## config.mk

```make
export PLATFORM = sky130hd
export DESIGN_NAME = fxp_scale_sat
export DESIGN_NICKNAME = d
export VERILOG_FILES = /design/src/rtl/fxp_pkg.sv /design/src/rtl/fxp_sat.sv /design/src/rtl/fxp_scale_sat.sv
export SDC_FILE = /design/constraint.sdc
export NUM_CORES = 1
export LEC_CHECK = 0
export ABC_AREA = 1
export BUFFER_PORTS_ARGS = -buffer_cell sky130_fd_sc_hd__buf_4
export CAP_MARGIN = 20
export CORE_ASPECT_RATIO = 1.25
export CORE_UTILIZATION = 58
export CTS_BUF_LIST = sky130_fd_sc_hd__clkbuf_8
export CTS_CLUSTER_DIAMETER = 200
export DETAILED_ROUTE_END_ITERATION = 16
export PLACE_DENSITY = 0.76
export SLEW_MARGIN = 10
export SYNTH_ARGS = -nofsm -noshare
export SYNTH_HDL_FRONTEND = slang
export SYNTH_SLANG_ARGS = --single-unit
```

## constraint.sdc

```tcl
create_clock -name clk -period 2.4 [get_ports clk]
set_input_delay 0.72 -clock clk [delete_from_list [all_inputs] [get_ports clk]]
set_output_delay 0.72 -clock clk [all_outputs]
set_load 0.05 [all_outputs]
```

## src/rtl/fxp_pkg.sv

```systemverilog
// Fixed-point helpers shared by the LPC datapath blocks.
//   calc_t        : wide signed scratch type for generic Q-format arithmetic
//   clamp_t       : {sat, clamped value} result of sat_clamp()
//   qmax/qmin     : largest / smallest signed Q1.(width-1) value as calc_t
//   sat_clamp     : clamp a calc_t into a signed width-bit range, flag if clamped
//   round_half_up : arithmetic right shift by frac bits, ties rounded upwards
package fxp_pkg;

    localparam int CALC_W = 128;

    typedef logic signed [CALC_W-1:0] calc_t;

    typedef struct packed {
        logic  sat;
        calc_t value;
    } clamp_t;

    function automatic calc_t qmax(input int width);
        return (calc_t'(1) <<< (width - 1)) - calc_t'(1);
    endfunction

    function automatic calc_t qmin(input int width);
        return -(calc_t'(1) <<< (width - 1));
    endfunction

    function automatic clamp_t sat_clamp(input calc_t value, input int width);
        clamp_t res;
        res.sat   = 1'b0;
        res.value = value;
        if (value > qmax(width)) begin
            res.sat   = 1'b1;
            res.value = qmax(width);
        end else if (value < qmin(width)) begin
            res.sat   = 1'b1;
            res.value = qmin(width);
        end
        return res;
    endfunction

    // Adding half an LSB before the floor shift gives round-half-up for both
    // signs (-0.75 -> -1, -0.5 -> 0, +0.5 -> +1).
    function automatic calc_t round_half_up(input calc_t value, input int frac);
        if (frac <= 0)
            return value;
        return (value + (calc_t'(1) <<< (frac - 1))) >>> frac;
    endfunction

endpackage

```

## src/rtl/fxp_sat.sv

```systemverilog
// Combinational signed saturating narrower: IN_WID-bit signed value to
// OUT_W-bit signed result. Shared by the scaler and later LPC stages.
//   value : signed input, IN_WID bits
//   data  : clamped result, OUT_W bits
//   sat   : 1 when value was outside the OUT_W range and got clamped
module fxp_sat
    import fxp_pkg::*;
#(
    parameter int IN_WID = 48,
    parameter int OUT_W  = 32
) (
    input  logic signed [IN_WID-1:0] value,
    output logic        [OUT_W-1:0]  data,
    output logic                     sat
);

    generate
        if (IN_WID <= OUT_W) begin : g_wide
            // Output already covers every input value: pure sign extension.
            assign data = OUT_W'(value);
            assign sat  = 1'b0;
        end else begin : g_clamp
            localparam logic signed [IN_WID-1:0] QMAX = IN_WID'(qmax(OUT_W));
            localparam logic signed [IN_WID-1:0] QMIN = IN_WID'(qmin(OUT_W));

            always_comb begin
                data = value[OUT_W-1:0];
                sat  = 1'b0;
                if (value > QMAX) begin
                    data = QMAX[OUT_W-1:0];
                    sat  = 1'b1;
                end else if (value < QMIN) begin
                    data = QMIN[OUT_W-1:0];
                    sat  = 1'b1;
                end
            end
        end
    endgenerate

endmodule

```

## src/rtl/fxp_scale_sat.sv

```systemverilog
// Streaming fixed-point scaler: widens Q1.(IN_W-1) samples to Q1.(OUT_W-1),
// multiplies by a signed per-sample gain, applies a per-sample left shift,
// rounds (when the gain has fractional bits) and saturates instead of wrapping.
// Two register stages; a sample accepted at edge N is presented after edge
// N+1 and transfers out at edge N+2 when out_ready is high.
//   clk, rst_n            : clock, async active-low reset
//   in_valid/in_ready     : input handshake (in_ready is combinational)
//   in_data/in_gain/in_shl: sample, gain and shift, captured together
//   out_valid/out_ready   : output handshake
//   out_data/out_sat      : saturated result and its per-sample clamp flag
//   sat_sticky/clr_sat    : sticky saturation flag and its synchronous clear
module fxp_scale_sat
    import fxp_pkg::*;
#(
    parameter int IN_W      = 16,
    parameter int OUT_W     = 32,
    parameter int GAIN_W    = 16,
    parameter int GAIN_FRAC = 0,
    parameter int SHIFT_W   = 5
) (
    input  logic                      clk,
    input  logic                      rst_n,
    input  logic                      in_valid,
    output logic                      in_ready,
    input  logic signed [IN_W-1:0]    in_data,
    input  logic signed [GAIN_W-1:0]  in_gain,
    input  logic        [SHIFT_W-1:0] in_shl,
    output logic                      out_valid,
    input  logic                      out_ready,
    output logic        [OUT_W-1:0]   out_data,
    output logic                      out_sat,
    output logic                      sat_sticky,
    input  logic                      clr_sat
);

    localparam int P_W = IN_W + GAIN_W;              // full product
    localparam int A_W = P_W + OUT_W - IN_W;         // product after alignment
    localparam int S_W = A_W + (1 << SHIFT_W) - 1;   // holds the largest shift exactly

    logic [2:1]               vld_pipe;
    logic                     en;
    logic signed [P_W-1:0]    s1_p;
    logic [SHIFT_W-1:0]       s1_shl;
    logic signed [A_W-1:0]    a;
    logic signed [A_W-1:0]    r;
    logic signed [S_W-1:0]    s;
    logic [OUT_W-1:0]         sat_data;
    logic                     sat_flag;

    // Single global stall: everything advances only when the output slot is
    // free or being drained this cycle.
    assign en        = !vld_pipe[2] || out_ready;
    assign in_ready  = en;
    assign out_valid = vld_pipe[2];

    // Stage 2 datapath. r cannot exceed A_W bits: rounding adds half an LSB
    // and then drops GAIN_FRAC bits, so the extra carry is always shifted out.
    always_comb begin
        a = A_W'(s1_p) <<< (OUT_W - IN_W);
        r = A_W'(round_half_up(calc_t'(a), GAIN_FRAC));
        s = S_W'(r) <<< s1_shl;
    end

    fxp_sat #(
        .IN_WID (S_W),
        .OUT_W  (OUT_W)
    ) u_sat (
        .value (s),
        .data  (sat_data),
        .sat   (sat_flag)
    );

    always_ff @(posedge clk or negedge rst_n) begin
        if (!rst_n) begin
            vld_pipe <= '0;
            s1_p     <= '0;
            s1_shl   <= '0;
            out_data <= '0;
            out_sat  <= 1'b0;
        end else if (en) begin
            vld_pipe <= {vld_pipe[1], in_valid};
            // Data registers only load on a real sample so idle cycles leave them untouched.
            if (in_valid) begin
                s1_p   <= P_W'(in_data) * P_W'(in_gain);
                s1_shl <= in_shl;
            end
            if (vld_pipe[1]) begin
                out_data <= sat_data;
                out_sat  <= sat_flag;
            end
        end
    end

    // A saturated result leaving the block in the same cycle as a clear wins.
    always_ff @(posedge clk or negedge rst_n) begin
        if (!rst_n)
            sat_sticky <= 1'b0;
        else if (out_valid && out_ready && out_sat)
            sat_sticky <= 1'b1;
        else if (clr_sat)
            sat_sticky <= 1'b0;
    end

endmodule

```

==> qor.yml, run 1 <==
timing:
  worst_slack_ns: -3.29
  hold_viol: 0
  tightest_slew_ns: 1.01
  period_share: 2.37
  fin_skew_ns: 0.0146
  fin_crit_ns: 5.69
  final-setup-viol-count: 45
  rsz0062_at_grt: "true"
  slew_headroom: 0.323
  slew_violations: 0
  clock.fmax_mhz: 176
cts:
  cts_buffers: 9
  htreeDepth: 3
  cts.path.max_buffers: 2
  cts-root-buf: "clkbuf_8"
  cts.sinks: 58
  path_clk_slew_ns: 0.08
  insertion_delay_ns: 0.38
  cts_tree: "yes"
setup_path:
  crit_path_end_kind: "flop"
  crit_required_ns: 2.65
  cp_slowest_cell: "fa_1"
  worstSetupPathType: "in2reg"
  cp_top_family: "adder cells"
  cp_num_buf_inv: 11
  crit_fanout: 7
  worst_r2r_path_depth: 18
  critPathMaxStageDelay_ns: 0.55
  worst_setup_path_start_kind: "input pin"
  crit_arrival_ns: 5.94
  worstReg2RegStart: "s1_shl[0]"
  reg2reg_slack_ns: -0.08
  path_common_cell: "fa_1"
  rr_endpoint: "out_data[21]"
logic_synthesis:
  synth_edf_count: 0
  synth_area_leaders: "fa_1, nand2_1, inv_1, dfrtp_1, nand3_1"
  syn-cell-area_sq_um: 15800
  syn_area_per_cell_sq_um: 6.94
  synth_nets: 2659
  async_reset_ff_frac: 1.00
  yosys_warnings: 0
  synthTopCellsByCount: "nand2_1, inv_1, fa_1, nand3_1, nor2_1"
  ys_types: 44
  synth_top_flop_cell: "dfrtp_1"
  ys_seq_elements: 58
  yosysMostFrequentCell: "nand2_1"
  synth_top_area_share: 0.333
  synth_cells: 2273
  ys_seq_area_frac: 0.0921
  yosysTopAreaCell: "fa_1"
floorplanning:
  num_rows: 67
  initial_core_util: 0.590
  pin_count: 78
  dieHeight_um: 186
  core_region_area_sq_um: 26700
  dieArea_sq_um: 27900
  die_w_um: 149
flow_run:
  drv_cap: 0
placement:
  io_buffers: 77
  placed_cells: 2804
  gp_congestion: 0.978
  dpl.hpwl_um: 37600
drt:
  avgViaCountPerCell: 5.49
  drtAntennaViolNets: 0
  wirelength_um: 51100
  firstDrtPassIters: 6
  vias: 15800
  wl_per_cell_um: 17.7
  drt-initial-drc-count: 1061
  route.detailed.drc: 0
cells_and_area:
  drive_gt1_frac: 0.308
  final_nets: 2918
  final_cells: 2882
  diodes: 0
  areaGrowthSynthToFinish_pct: 33.4
  fillers: 1794
global_routing:
  grt_pass1_vias: 16500
  grt_pass1_wl_um: 78100
  overflow: 0
  antenna_found_initial: 0
  track_usage: 0.358
  grt_max_degree: 46
worst_hold_path:
  hp-class: "in2async"
outcome:
  outcome: "complete, but fails checks"
  violations: "setup timing"
[through the flow]
step	hold slack, ns	worst slack, ns	cell area, sq um	TNS [ns]	util
finish	0.279	-3.29	21000	-78.11	0.786
global route	0.320	-3.41	21000	-84.69	0.786
detailed placement	0.458	-3.75	18900	-91.36	0.705
CTS	0.277	-3.00	20100	-71.92	0.753
global placement	0.443	-3.64	18900	-89.16	0.705
floorplan	0.424	-3.26	17000	-75.29	-
[sequential cells by signal, indices dropped and copies added (netlist names)]
| register | cells |
|---|---|
| out_data | 17 |
| out_sat | 1 |
| vld_pipe | 2 |
| s1_p | 32 |
| sat_sticky | 1 |
| s1_shl | 5 |
[worst reg2reg max path, stage by stage (launching register included)]
cell and delay, ns:
dfrtp_2 0.46, buf_12 0.14, clkinv_8 0.09, nand2_2 0.09, nand3_1 0.09, nand3_1 0.17
nand3_2 0.16, nand2_2 0.12, nand2_1 0.08, nand2_1 0.06, nand2_1 0.04, nor2_1 0.13
nand2_1 0.09, nor2_2 0.14, nand3_4 0.17, nand2_4 0.15, nand2_1 0.07, nand2_1 0.06
nand2_1 0.05
[final cells by class]
type / instances / area (sq um) / share of cell area
Sequential cell: 58 / 1460 / 0.0692
Tap cell: 345 / 432 / 0.0205
Clock inverter: 7 / 77.6 / 0.00369
Clock buffer: 9 / 124 / 0.00589
Inverter: 496 / 1890 / 0.0901
Multi-Input combinational cell: 1590 / 13500 / 0.643
Timing Repair Buffer: 376 / 3520 / 0.167
Timing Repair inverter: 1 / 16.3 / 0.000773
[layer usage]
metal	GRT usage	up-vias	share of wire
li1	-	7249	-
met1	0.382	7655	0.34
met2	0.669	682	0.54
met3	0.0369	233	0.050
met4	0.210	0	0.068
met5	0	-	0
[worst max path at each step]
stage,startpoint,end,depth (start not counted)
floorplan,in_gain[5],s1_p[26],24
global placement,in_gain[15],s1_p[28],23
detailed placement,in_gain[15],s1_p[28],23
CTS,in_data[15],s1_p[26],25
global route,in_gain[1],s1_p[31],25
finish,in_gain[1],s1_p[30],26
[placed cells by master, fill, tap and decap left out, types with 23 or more instances in the layout]
master and n:
inv_2 80, nand2_4 29, fa_2 27, nand2_2 57
buf_6 61, nand3_1 212, nand3_2 50, buf_4 275
o21ai_1 23, nand2_1 649, dfrtp_1 55, nor2_1 67
ha_1 38, buf_12 28, ha_4 42, fa_1 235
inv_1 407
[logic make-up after synthesis]
group / after synthesis / share of synthesized area
DFF: 58 / 0.0921
AOI/OAI and AO/OA: 104 / 0.0364
and+or+nand+nor: 1112 / 0.298
xor gates and xnor gates: 27 / 0.0150
adders and majority gates: 344 / 0.398
buffers and inverters: 628 / 0.161
[repair_timing]
item,CTS,global route
gates cloned,4,2
gates resized for setup,230,175
endpoints found under the hold margin,0,0
hold buffers,0,0
pin swaps,147,118
setup buffers,27,34
endpoints found under the setup margin,45,46
Power of run 1 is not shown: default switching activity piles up to over one toggle a cycle in this logic, so the estimate is an artifact.
==> inputs of run 2 (changes only) <==
--- a/config.mk
+++ b/config.mk
@@ -17,4 +17,5 @@
 export SLEW_MARGIN = 10
 export SYNTH_ARGS = -nofsm -noshare
 export SYNTH_HDL_FRONTEND = slang
+export SYNTH_HIERARCHICAL = 1
 export SYNTH_SLANG_ARGS = --single-unit
==> run 2 against run 1 <==
The run still ends with setup timing left. Via count up 9.9%. Utilization up 5.2 points. Die area rose by 4.7%. Clock-buffer cell count stayed put. Area after synthesis is 4.7% higher. Routed wire length up 20%. Maximum frequency up 4.3%. Highest routed layer unchanged.
==> qor.yml, run 2 <==
cells_and_area:
  diodes: 0  # unchanged
  final_common_cell: "nand2_1"
  final_nets: 3094  # +6.0%
  final_area_sq_um: 23300  # +11%
  areaGrowthSynthToFinish_pct: 41.2
  ff_latch_area_sq_um: 1830  # +26%
  top_regs: "out_data (32), s1_p (32), s1_shl (5)"
  drive_gt1_frac: 0.358  # +0.0500
  final_cell_mix: "nand2_1, inv_1, buf_4, fa_1, nand3_1"
  fillers: 1569  # -13%
  multi_input_area_sq_um: 14500  # +7.2%
  final_util: 0.838  # +0.0517
logic_synthesis:
  ys_seq_elements: 73  # +26%
  synth_top_flop_cell: "dfrtp_1"
  ys_seq_area_frac: 0.111  # +0.0186
  yosysTopAreaCell: "fa_1"
  synthTopCellsByCount: "nand2_1, inv_1, fa_1, nand3_1, nor2_1"
  async_reset_ff_frac: 1.00  # unchanged
  synth_edf_count: 0  # unchanged
  synth_area_leaders: "fa_1, nand2_1, inv_1, dfrtp_1, ha_1"
  syn-cell-area_sq_um: 16500  # +4.7%
  yosys_warnings: 6  # +6
  synth_top_area_share: 0.318  # -0.0150
  ys_types: 41  # -6.8%
  syn_area_per_cell_sq_um: 7.00  # +0.90%
  yosysMostFrequentCell: "nand2_1"
  synth_cells: 2359  # +3.8%
cts:
  cts.path.max_buffers: 2  # unchanged
  path_clk_slew_ns: 0.09  # about the same
  insertion_delay_ns: 0.39  # about the same
  cts_hold_buf: 0  # unchanged
  cts_tree: "yes"
  cts_buffers: 9  # unchanged
  htreeDepth: 3  # unchanged
  cts-root-buf: "clkbuf_8"
  cts.sinks: 73  # +26%
outcome:
  outcome: "complete, but fails checks"
  violations: "setup timing"
drt:
  avgViaCountPerCell: 5.68  # +3.4%
  top_layer: "met4"
  wirelength_um: 61500  # +20%
  wl_per_cell_um: 20.1  # +13%
  drtAntennaViolNets: 0  # unchanged
  wl_met3_um: 4250  # +66%
  met2WireLength_um: 31900  # +16%
  vias: 17400  # +9.9%
  drt-initial-drc-count: 1239  # +17%
  wl_met1_um: 18900  # +8.6%
  firstDrtPassIters: 5  # -1
  route.detailed.drc: 0  # unchanged
timing:
  slew_headroom: 0.649  # +0.326
  tightest_slew_ns: 0.526  # -0.485 ns
  clock.fmax_mhz: 183  # +4.3%
  fin_crit_ns: 5.45  # -0.237 ns
  tns_ns: -95.13  # -17.02 ns
  slew_violations: 0  # unchanged
  worst_slack_ns: -3.05  # +0.237 ns
  rsz0062_at_grt: "true"
  fin_skew_ns: 0.0178  # +0.00318 ns
  period_share: 2.27  # -0.0988
  final-setup-viol-count: 61  # +36%
  hold_viol: 0  # unchanged
global_routing:
  overflow: 0  # unchanged
  track_usage: 0.390  # +0.0318
  grt_pass1_vias: 18100  # +10%
  antenna_found_initial: 0  # unchanged
  grt_max_degree: 41  # -11%
  grt_pass1_wl_um: 88000  # +13%
setup_path:
  worst_setup_path_start_kind: "input pin"
  crit_fanout: 6  # -1
  crit_path_end_kind: "flop"
  worstSetupPathType: "in2reg"
  crit_required_ns: 2.68  # +0.03 ns
  crit_arrival_ns: 5.74  # -0.20 ns
floorplanning:
  dieArea_sq_um: 29100  # +4.7%
  num_rows: 68  # +1.5%
  initial_core_util: 0.593  # +0.00383
  die_w_um: 153  # +2.3%
  core_region_area_sq_um: 27800  # +4.0%
  pin_count: 78  # unchanged
  dieHeight_um: 191  # +2.3%
placement:
  gp_congestion: 0.968  # -1.1%
  placed_area_sq_um: 20400  # +8.0%
  dpl.hpwl_um: 41200  # +9.6%
  dpl_worst_slack_ns: -3.75  # +0.00155 ns
  io_buffers: 77  # unchanged
worst_hold_path:
  hp-class: "in2async"
flow_run:
  drv_cap: 0  # unchanged
==> run 2: cell count changes after synthesis, moves of 22 or more <==
cell,delta
inv_1,+60
mux2_2,+33
nand3_1,-122
nor2_1,+36
o211ai_1,+35
o21ai_1,+25
or2_1,+22
==> run 2: final timing paths <==
path                             start      endpoint  slack (ns)  cells past startpoint
max reg2reg                  s1_shl[0]  out_data[26]       -0.68                     20
max                        in_gain[15]      s1_p[29]       -3.05                     26
min                              rst_n  out_data[20]        0.31                      1
min reg2reg                vld_pipe[1]   vld_pipe[2]        0.49                      2
min in group clk           vld_pipe[1]   vld_pipe[2]        0.49                      2
max in group asynchronous        rst_n      s1_p[15]        1.51                      2
==> run 2: worst max-delay path, stage by stage <==
cell        delay [ns]
buf_6             0.08
clkinvlp_4        0.10
buf_12            0.16
or2_4             0.24
fa_1              0.48
inv_1             0.05
fa_1              0.57
inv_2             0.07
fa_1              0.50
inv_1             0.06
fa_1              0.42
inv_1             0.10
fa_1              0.46
fa_1              0.56
inv_1             0.06
ha_4              0.31
nand2_4           0.07
buf_4             0.15
nor2_4            0.09
nand2_2           0.06
inv_2             0.08
nand3_4           0.08
nand3_2           0.07
nand2_1           0.05
nand3_1           0.06
nand2_1           0.06
==> run 2: per-layer routing <==
layer,vias up,global-route usage
li1,7650,-
met1,8247,0.368
met2,1007,0.759
met3,482,0.0470
met4,0,0.312
met5,-,0
==> run 2: cell type report <==
cell class | count | share of cell area
Tap cell | 350 | 0.0188
Timing Repair Buffer | 441 | 0.181
Inverter | 554 | 0.0907
Clock buffer | 9 | 0.00531
Sequential cell | 73 | 0.0783
Multi-Input combinational cell | 1629 | 0.621
Clock inverter | 7 | 0.00435
==> run 2: kinds of logic after synthesis <==
family / synth area share
XOR/XNOR: 0.00796
AND/OR/NAND/NOR: 0.260
flip-flops: 0.111
AO/OA/AOI/OAI: 0.0581
buffers and inverters: 0.158
adder cells (fa/ha/maj): 0.380
other: 0.000227
multiplexers: 0.0249
==> run 2: stage by stage <==
stage | instances | hold WS, ns
5_1_grt | 3063 | 0.340
3_3_place_gp | 2971 | 0.457
6_report | 3063 | 0.310
3_5_place_dp | 2971 | 0.475
2_1_floorplan | 2374 | 0.424
4_1_cts | 3042 | 0.317
==> run 2: timing repair <==
action / CTS / global route
cloned: 9 / 1
pin swaps: 244 / 166
setup endpoints to repair: 61 / 61
setup buffers: 48 / 26
gates resized for setup: 385 / 181
Power of run 2 is left out for the same reason.
